<file path="src/rtl/execute_stage_md.sv">
// -----------------------------------------------------------------------------
// execute_stage_md -- EX stage of a 5-stage MIPS pipeline
//
// Holds the ID/EX pipeline register (stall / flush / operand forwarding), the
// ALU datapath, the branch-target adder and a multi-cycle MULT/MULTU/DIV/DIVU
// unit with its HI/LO result registers.
//
// Ports
//   clk, rst_n                  clock, asynchronous active-low reset
//   stall_e_i, flush_e_i        hazard unit: hold / bubble the ID/EX register
//   rd1_d, rd2_d                register-file operands from decode
//   fwd_{a,b}_en_i, fwd_{a,b}_i forwarded operands replacing rd1_d / rd2_d
//   shamt_d, rt_d, rd_d         shift amount and destination candidates
//   imm_d, pc_plus_4d           sign-extended immediate, PC+4 of decode instr
//   *_d control                 decode control bits, alu_control_d, alu_src_d
//   md_op_d                     0 none,1 MULT,2 MULTU,3 DIV,4 DIVU,5 MFHI,6 MFLO
//   alu_out_e .. pc_branch_e    EX results and control towards MEM
//   md_busy_o                   multiply/divide unit iterating
//   md_stall_o                  EX instruction waits on the unit
//
// ALU encoding (alu_control):
//   0 AND  1 OR   2 ADD  3 XOR  4 NOR  5 SLTU  6 SUB  7 SLT
//   8 SLL (src2 << src1)   9 SRL   10 SRA   11 LUI (src2 << XLEN/2)
//   12..15 produce 0
// -----------------------------------------------------------------------------

module execute_alu #(
  parameter int XLEN = 32
) (
  input  logic [3:0]      alu_control,
  input  logic [XLEN-1:0] src_a,
  input  logic [XLEN-1:0] src_b,
  output logic [XLEN-1:0] result
);

  localparam int SW = $clog2(XLEN);

  logic [SW-1:0] sh;
  assign sh = src_a[SW-1:0];

  always_comb begin
    // NOTE: a default assignment ahead of the case keeps every path driven,
    // so no latch is inferred for unlisted encodings.
    result = '0;
    case (alu_control)
      4'd0:  result = src_a & src_b;
      4'd1:  result = src_a | src_b;
      4'd2:  result = src_a + src_b;
      4'd3:  result = src_a ^ src_b;
      4'd4:  result = ~(src_a | src_b);
      4'd5:  result = {{(XLEN-1){1'b0}}, (src_a < src_b)};
      4'd6:  result = src_a - src_b;
      4'd7:  result = {{(XLEN-1){1'b0}}, ($signed(src_a) < $signed(src_b))};
      4'd8:  result = src_b << sh;
      4'd9:  result = src_b >> sh;
      4'd10: result = $unsigned($signed(src_b) >>> sh);
      4'd11: result = src_b << (XLEN / 2);
      default: result = '0;
    endcase
  end

endmodule

module execute_stage_md #(
  parameter int XLEN       = 32,
  parameter int MUL_CYCLES = 4
) (
  input  logic            clk,
  input  logic            rst_n,
  input  logic            stall_e_i,
  input  logic            flush_e_i,
  input  logic [XLEN-1:0] rd1_d,
  input  logic [XLEN-1:0] rd2_d,
  input  logic            fwd_a_en_i,
  input  logic            fwd_b_en_i,
  input  logic [XLEN-1:0] fwd_a_i,
  input  logic [XLEN-1:0] fwd_b_i,
  input  logic [4:0]      shamt_d,
  input  logic [4:0]      rt_d,
  input  logic [4:0]      rd_d,
  input  logic [XLEN-1:0] imm_d,
  input  logic [XLEN-1:0] pc_plus_4d,
  input  logic            reg_write_d,
  input  logic            mem_to_reg_d,
  input  logic            mem_write_d,
  input  logic            branch_d,
  input  logic            reg_dst_d,
  input  logic [3:0]      alu_control_d,
  input  logic [1:0]      alu_src_d,
  input  logic [2:0]      md_op_d,
  output logic [XLEN-1:0] alu_out_e,
  output logic [XLEN-1:0] write_data_e,
  output logic [4:0]      write_reg_e,
  output logic            reg_write_e,
  output logic            mem_to_reg_e,
  output logic            mem_write_e,
  output logic            branch_e,
  output logic            zero_e,
  output logic [XLEN-1:0] pc_branch_e,
  output logic            md_busy_o,
  output logic            md_stall_o
);

  // XLEN restoring iterations plus one sign-fixup cycle.
  localparam int DIV_CYCLES = XLEN + 1;
  localparam int MAX_CYCLES = (DIV_CYCLES > MUL_CYCLES) ? DIV_CYCLES : MUL_CYCLES;
  localparam int CW         = $clog2(MAX_CYCLES) + 1;
  localparam logic [XLEN-1:0] XMIN = {1'b1, {(XLEN-1){1'b0}}};

  typedef enum logic [2:0] {
    MD_NONE  = 3'd0,
    MD_MULT  = 3'd1,
    MD_MULTU = 3'd2,
    MD_DIV   = 3'd3,
    MD_DIVU  = 3'd4,
    MD_MFHI  = 3'd5,
    MD_MFLO  = 3'd6,
    MD_RSVD  = 3'd7
  } md_op_t;

  typedef enum logic [1:0] {ST_IDLE, ST_MUL, ST_DIV} md_state_t;

  typedef struct packed {
    logic [XLEN-1:0] rd1;
    logic [XLEN-1:0] rd2;
    logic [XLEN-1:0] imm;
    logic [XLEN-1:0] pc_branch;
    logic [4:0]      shamt;
    logic [4:0]      rt;
    logic [4:0]      rd;
    logic            reg_write;
    logic            mem_to_reg;
    logic            mem_write;
    logic            branch;
    logic            reg_dst;
    logic [3:0]      alu_control;
    logic [1:0]      alu_src;
    md_op_t          md_op;
  } id_ex_t;

  id_ex_t ex, ex_next;

  // ---------------------------------------------------------------------------
  // ID/EX register
  // ---------------------------------------------------------------------------
  always_comb begin
    ex_next             = '0;
    ex_next.rd1         = fwd_a_en_i ? fwd_a_i : rd1_d;
    ex_next.rd2         = fwd_b_en_i ? fwd_b_i : rd2_d;
    ex_next.imm         = imm_d;
    ex_next.pc_branch   = pc_plus_4d + (imm_d << 2);
    ex_next.shamt       = shamt_d;
    ex_next.rt          = rt_d;
    ex_next.rd          = rd_d;
    ex_next.reg_write   = reg_write_d;
    ex_next.mem_to_reg  = mem_to_reg_d;
    ex_next.mem_write   = mem_write_d;
    ex_next.branch      = branch_d;
    ex_next.reg_dst     = reg_dst_d;
    ex_next.alu_control = alu_control_d;
    ex_next.alu_src     = alu_src_d;
    ex_next.md_op       = md_op_t'(md_op_d);
  end

  always_ff @(posedge clk or negedge rst_n) begin
    // NOTE: clocked state uses non-blocking assignments so every register
    // samples pre-edge values regardless of statement order.
    if (!rst_n) begin
      ex <= '0;
    end else if (flush_e_i) begin
      ex <= '0;
    end else if (!(stall_e_i || md_stall_o)) begin
      ex <= ex_next;
    end
  end

  // ---------------------------------------------------------------------------
  // ALU datapath
  // ---------------------------------------------------------------------------
  logic [XLEN-1:0] src_a, src_b, alu_result;

  assign src_a = ex.alu_src[0] ? XLEN'(ex.shamt) : ex.rd1;
  assign src_b = ex.alu_src[1] ? ex.imm : ex.rd2;

  execute_alu #(.XLEN(XLEN)) u_alu (
    .alu_control (ex.alu_control),
    .src_a       (src_a),
    .src_b       (src_b),
    .result      (alu_result)
  );

  // ---------------------------------------------------------------------------
  // Multiply / divide unit
  // ---------------------------------------------------------------------------
  md_state_t       md_state;
  logic [CW-1:0]   md_cnt;
  logic            md_busy;
  logic            md_signed;
  logic [XLEN-1:0] md_a, md_b;
  logic [XLEN-1:0] div_rem, div_quo;
  logic [XLEN-1:0] hi, lo;

  logic            md_uses, md_start, start_signed, start_is_mul;
  logic [XLEN-1:0] start_mag_a;

  assign md_uses      = (ex.md_op != MD_NONE) && (ex.md_op != MD_RSVD);
  assign md_start     = (ex.md_op inside {MD_MULT, MD_MULTU, MD_DIV, MD_DIVU})
                        && (md_state == ST_IDLE) && !stall_e_i;
  assign start_signed = (ex.md_op == MD_MULT) || (ex.md_op == MD_DIV);
  assign start_is_mul = (ex.md_op == MD_MULT) || (ex.md_op == MD_MULTU);
  assign start_mag_a  = (start_signed && ex.rd1[XLEN-1]) ? -ex.rd1 : ex.rd1;

  // Sign-extending both operands to 2*XLEN makes one unsigned product serve
  // MULT and MULTU; the low 2*XLEN bits are the exact result either way.
  logic [2*XLEN-1:0] mul_a_ext, mul_b_ext, mul_prod;
  assign mul_a_ext = {{XLEN{md_signed & md_a[XLEN-1]}}, md_a};
  assign mul_b_ext = {{XLEN{md_signed & md_b[XLEN-1]}}, md_b};
  assign mul_prod  = mul_a_ext * mul_b_ext;

  // Restoring division on magnitudes: shift one dividend bit into the
  // partial remainder, keep the difference when it does not go negative.
  logic [XLEN-1:0] den_mag;
  logic [XLEN:0]   div_shift, div_diff;
  assign den_mag   = (md_signed && md_b[XLEN-1]) ? -md_b : md_b;
  assign div_shift = {div_rem, div_quo[XLEN-1]};
  assign div_diff  = div_shift - {1'b0, den_mag};

  logic [XLEN-1:0] div_hi, div_lo;
  always_comb begin
    div_lo = (md_signed && (md_a[XLEN-1] ^ md_b[XLEN-1])) ? -div_quo : div_quo;
    div_hi = (md_signed && md_a[XLEN-1]) ? -div_rem : div_rem;
    if (md_b == '0) begin
      div_lo = '1;
      div_hi = md_a;
    end else if (md_signed && (md_a == XMIN) && (md_b == '1)) begin
      div_lo = XMIN;
      div_hi = '0;
    end
  end

  always_ff @(posedge clk or negedge rst_n) begin
    // NOTE: HI/LO are architecturally visible through MFHI/MFLO and must read
    // zero after reset, so they take the async reset like every other register.
    if (!rst_n) begin
      md_state  <= ST_IDLE;
      md_cnt    <= '0;
      md_busy   <= 1'b0;
      md_signed <= 1'b0;
      md_a      <= '0;
      md_b      <= '0;
      div_rem   <= '0;
      div_quo   <= '0;
      hi        <= '0;
      lo        <= '0;
    end else begin
      case (md_state)
        ST_IDLE: begin
          if (md_start) begin
            md_a      <= ex.rd1;
            md_b      <= ex.rd2;
            md_signed <= start_signed;
            md_busy   <= 1'b1;
            div_rem   <= '0;
            div_quo   <= start_mag_a;
            if (start_is_mul) begin
              md_state <= ST_MUL;
              md_cnt   <= CW'(MUL_CYCLES - 1);
            end else begin
              md_state <= ST_DIV;
              md_cnt   <= CW'(DIV_CYCLES - 1);
            end
          end
        end
        ST_MUL: begin
          if (md_cnt == '0) begin
            hi       <= mul_prod[2*XLEN-1:XLEN];
            lo       <= mul_prod[XLEN-1:0];
            md_busy  <= 1'b0;
            md_state <= ST_IDLE;
          end else begin
            md_cnt <= md_cnt - CW'(1);
          end
        end
        ST_DIV: begin
          if (md_cnt == '0) begin
            // Sign-fixup cycle.
            hi       <= div_hi;
            lo       <= div_lo;
            md_busy  <= 1'b0;
            md_state <= ST_IDLE;
          end else begin
            if (!div_diff[XLEN]) begin
              div_rem <= div_diff[XLEN-1:0];
              div_quo <= {div_quo[XLEN-2:0], 1'b1};
            end else begin
              div_rem <= div_shift[XLEN-1:0];
              div_quo <= {div_quo[XLEN-2:0], 1'b0};
            end
            md_cnt <= md_cnt - CW'(1);
          end
        end
        default: md_state <= ST_IDLE;
      endcase
    end
  end

  // ---------------------------------------------------------------------------
  // Outputs
  // ---------------------------------------------------------------------------
  always_comb begin
    case (ex.md_op)
      MD_MFHI: alu_out_e = hi;
      MD_MFLO: alu_out_e = lo;
      default: alu_out_e = alu_result;
    endcase
  end

  assign md_busy_o    = md_busy;
  assign md_stall_o   = md_busy && md_uses;
  assign zero_e       = (alu_out_e == '0);
  assign write_data_e = ex.rd2;
  assign write_reg_e  = ex.reg_dst ? ex.rd : ex.rt;
  assign pc_branch_e  = ex.pc_branch;

  // A stalled EX instruction must not reach MEM; send a bubble instead.
  assign reg_write_e  = ex.reg_write  && !md_stall_o;
  assign mem_to_reg_e = ex.mem_to_reg && !md_stall_o;
  assign mem_write_e  = ex.mem_write  && !md_stall_o;
  assign branch_e     = ex.branch     && !md_stall_o;

endmodule

</file>
<file path="config.mk">
export PLATFORM = sky130hd
export DESIGN_NAME = execute_stage_md
export DESIGN_NICKNAME = d
export VERILOG_FILES = /design/src/rtl/execute_stage_md.sv
export SDC_FILE = /design/constraint.sdc
export NUM_CORES = 2
export LEC_CHECK = 0
export BUFFER_PORTS_ARGS = -buffer_cell sky130_fd_sc_hd__buf_2
export CAP_MARGIN = 5
export CORE_MARGIN = 2
export CORE_UTILIZATION = 49
export CTS_CLUSTER_DIAMETER = 80
export DETAILED_ROUTE_END_ITERATION = 8
export PLACE_DENSITY = 0.64
export SYNTH_ARGS = -nofsm -noshare
export SYNTH_HDL_FRONTEND = slang
export SYNTH_HIERARCHICAL = 1
export SYNTH_SLANG_ARGS = --single-unit
export TNS_END_PERCENT = 20
</file>
<file path="constraint.sdc">
create_clock -name clk -period 16.9 [get_ports clk]
set_input_delay 0.845 -clock clk [delete_from_list [all_inputs] [get_ports clk]]
set_output_delay 0.845 -clock clk [all_outputs]
set_load 0.03 [all_outputs]
</file>
==> impl_metrics.json <==
{
  "yosysTopAreaCell": "fa_1",
  "cts_hold_repair.buffers": 0,
  "worst-path-max-fanout": 40,
  "grt_max_degree": 139,
  "synth_simple_gate_area_share_pct": 17.2,
  "slew_headroom_pct": 14.6,
  "maximum_level_of_the_cts_h_tree": 2,
  "syn_warnings": 6,
  "power.ir.vdd_worst_mv": 0.202,
  "cell_internal_pwr_w": 0.00531,
  "run_status": "completed",
  "sw_frac_of_total_pct": 60.6,
  "numCtsBuffers": 43,
  "cp_num_buf_inv": 9,
  "worst_path_largest_cell_delay_ns": 0.88,
  "fp.dieH_microns": 381,
  "clockBufferDepth": 3,
  "cpMostUsedCell": "fa_1",
  "synth_commonest_cells": "nand2_1, inv_1, fa_1",
  "synth_area_in_adders_pct": 39.3,
  "register_share_of_total_power_pct": 11.5,
  "placement_rows": 138,
  "setup.reg_to_reg.worst_slack_ns": 6.35,
  "report.final.hold_viol_count": 0,
  "total_leakage_power_nw": 35.6,
  "routed_wirelength_microns": 270000,
  "drv.max_cap_violation_count": 0,
  "regToRegStartpoint": "md_a[31]$_DFFE_PN0P_",
  "report.final.slew_viol_count": 0,
  "finalWeightedCongestion": 1.07,
  "grt_first_pass_wirelength_microns": 404000,
  "worst_setup_path_end_kind": "flip-flop",
  "timing.rr.end": "hi[27]$_DFFE_PN0P_",
  "portBuffers": 334,
  "layout.nets": 9951,
  "post_synth_mux_area_share_pct": 3.20,
  "clock_power_share_pct": 7.5,
  "worst-slew-pin-transition_ns": 1.28,
  "dr.first_iter.drc_count": 6389,
  "post-dp-hpwl_microns": 211000,
  "worst_setup_path_startpoint": "md_a[31]$_DFFE_PN0P_",
  "post_place_setup_slack_ns": 6.58,
  "core-area_sq_mm": 0.141,
  "die_area_sq_mm": 0.145,
  "avgViaCountPerCell": 6.05,
  "maxClockFrequency_mhz": 94.7,
  "rsz0062_at_grt": "false",
  "ratio_of_cells_with_drive_above_1_in_the_final_layout_pct": 8.49,
  "via_count": 61400,
  "detail-route-antenna-nets": 0,
  "final.hold.worst_slack_ns": 0.197,
  "cp_data_required_time_ns": 17.38,
  "yosysSeqAreaShare_pct": 12.9,
  "post-route-period-util_pct": 62.5,
  "cp-start-kind": "flip-flop",
  "gr-usage-all-layers_pct": 37.1,
  "ff2ff_path_depth": 30,
  "combinational_family_with_the_most_area_after_synthesis": "adder cells",
  "count_leader_synth": "nand2_1",
  "synth_edf_count": 0,
  "grt.met1_usage_pct": 46.6,
  "cpMaxStageDelayCell": "fa_1",
  "drt_first_pass_iters": 6,
  "tritoncts_clock_tree": "yes",
  "avgRoutedWirePerCell_microns": 26.6,
  "worst-setup-path-type": "reg2reg",
  "finalSetupViolations": 0,
  "clock-sinks": 360,
  "antenna_violations_before_repair": 28,
  "die_w_microns": 381,
  "clock_tree.root_cell": "clkbuf_16",
  "flow.area_growth_from_synthesis_pct": 6.03,
  "clock_edge_transition_at_the_registers_on_the_reported_setup_and_hold_paths_ns": 0.07,
  "final_global_route_overflow_total": 0,
  "synth.ff_latch_count": 360,
  "worstSkewPairLatency_ns": 0.62,
  "sum_of_internal_switching_and_leakage_power_w": 0.0135,
  "post_synth_design_cell_area_sq_mm": 0.0697,
  "cts_setup_buffers": 0,
  "power_density_mw_per_mm2": 182,
  "cp_data_arrival_time_ns": 11.03,
  "groute.layer.met2.usage_pct": 58.9,
  "yosys-top-cells-area": "fa_1, dfrtp_1, nand2_1",
  "synth_flop_cell": "dfrtp_1",
  "share_comb_of_total_power_pct": 81.0,
  "layout_setup_ws_ns": 6.35,
  "hp-class": "in2async",
  "fin_tns_setup_ns": 0,
  "power.net_switching_w": 0.00815,
  "synth_compound_area_share_pct": 13.8,
  "synthesized_net_count": 10000,
  "ys_async_sr_fraction_pct": 100,
  "number_of_global_route_vias_before_repair": 62900,
  "synth_xor_area_share_pct": 3.04,
  "synth_top_area_share_pct": 32.4,
  "cts-resized-gates": 0,
  "finClkSkew_ns": 0.0270,
  "busiest_layer": "met2",
  "finalWorstPathRequiredPeriod_ns": 10.55,
  "num_io_pins": 335,
  "mean_instance_size_in_the_synthesized_netlist_sq_um": 8.39,
  "initial_core_util_pct": 49.3,
  "post-route-drc-count": 0,
  "timing.critical_path.to": "hi[27]$_DFFE_PN0P_",
  "crit_family": "adder cells",
  "synth.distinct_cells": 111,
  "synth_cells": 8308,
  "worst_path_depth": 30,
  "grtUsageMet3_pct": 7.46
}
[worst min-delay path by stage]
stage / startpoint / end / slack, ns / cells past startpoint
global route: rst_n / pc_branch_e[26]$_DFFE_PN0P_ / 0.27 / 1
detailed placement: md_a[14]$_DFFE_PN0P_ / md_a[14]$_DFFE_PN0P_ / 0.47 / 2
CTS: rst_n / pc_branch_e[26]$_DFFE_PN0P_ / 0.24 / 1
finish: rst_n / pc_branch_e[26]$_DFFE_PN0P_ / 0.20 / 1
global placement: pc_branch_e[6]$_DFFE_PN0P_ / pc_branch_e[6]$_DFFE_PN0P_ / 0.46 / 2
floorplan: hi[23]$_DFFE_PN0P_ / hi[23]$_DFFE_PN0P_ / 0.45 / 2
[power groups by stage]
stage / Combinational (W) / Clock (W) / Sequential (W)
final: 0.0109 / 0.00101 / 0.00155
after floorplan: 0.00717 / 0 / 0.00128
after detailed placement: 0.0106 / 0 / 0.00154
after global placement: 0.0105 / 0 / 0.00153
after CTS: 0.0107 / 0.00103 / 0.00153
after global routing: 0.0118 / 0.00105 / 0.00156
[stage by stage]
| step | cell area [sq um] | instances | utilization [%] |
|---|---|---|---|
| 3_5_place_dp | 72400 | 10100 | 51.2 |
| 4_1_cts | 73900 | 10100 | 52.3 |
| 2_1_floorplan | 69700 | 8308 | - |
| 6_report | 73900 | 10100 | 52.3 |
| 5_1_grt | 73900 | 10100 | 52.3 |
| 3_3_place_gp | 72400 | 10100 | 51.2 |
[cells by family (layout without fill, tap and decap cells)]
| family | count (synthesis) | count (layout) |
|---|---|---|
| AND/OR/NAND/NOR | 2612 | 2612 |
| other | 0 | 17 |
| XOR/XNOR | 240 | 240 |
| flip-flops | 360 | 360 |
| AO/OA/AOI/OAI | 1492 | 1492 |
| buffers and inverters | 1894 | 1828 |
| adder cells (fa/ha/maj) | 1512 | 1512 |
| multiplexers | 198 | 198 |
[cell type report]
cell class              instances  area (sq um)
repair buffers                487          2860
multi-input cells            6054         53400
clock buffers                  54          1190
clock inverters                21           300
flip-flops and latches        360          9010
diodes                         17          42.5
fillers                     13500         67500
well taps                    1890          2360
inverters                    1266          4750
[cells in the final DEF (no fill, tap or decap), types with 38 or more instances in the layout]
master,n
o22ai_1,72
nor2_1,463
a21o_1,82
mux2i_1,129
nand4_1,47
xnor2_1,145
dfrtp_1,358
nand2_1,1274
and3_1,44
buf_2,333
nand2b_1,58
o31ai_1,38
inv_1,1262
nand3_1,69
xor2_1,94
mux2_2,52
ha_1,382
nor3_1,82
fa_1,1129
clkbuf_16,44
a211oi_1,44
and2_1,360
buf_4,151
a22o_1,69
nor2b_1,53
a21oi_1,419
o21ai_0,375
[state kept, by name, summed over array words and instances (netlist names)]
| signal | flops |
|---|---|
| div_quo | 32 |
| div_rem | 32 |
| ex | 93 |
| hi | 32 |
| lo | 32 |
| md_a | 32 |
| md_b | 32 |
| md_busy_o | 1 |
| md_cnt | 7 |
| md_signed | 1 |
| md_state | 2 |
| pc_branch_e | 32 |
| write_data_e | 32 |
[routing by layer]
layer | wire, microns | vias to the layer above | part of all wire, %
met5 | 66 | - | 0.024
met4 | 20600 | 12 | 7.6
met3 | 23700 | 774 | 8.8
met2 | 122000 | 3143 | 45
met1 | 104000 | 31100 | 39
li1 | - | 26400 | -
No activity file was read; power rests on OpenSTA's default activity.
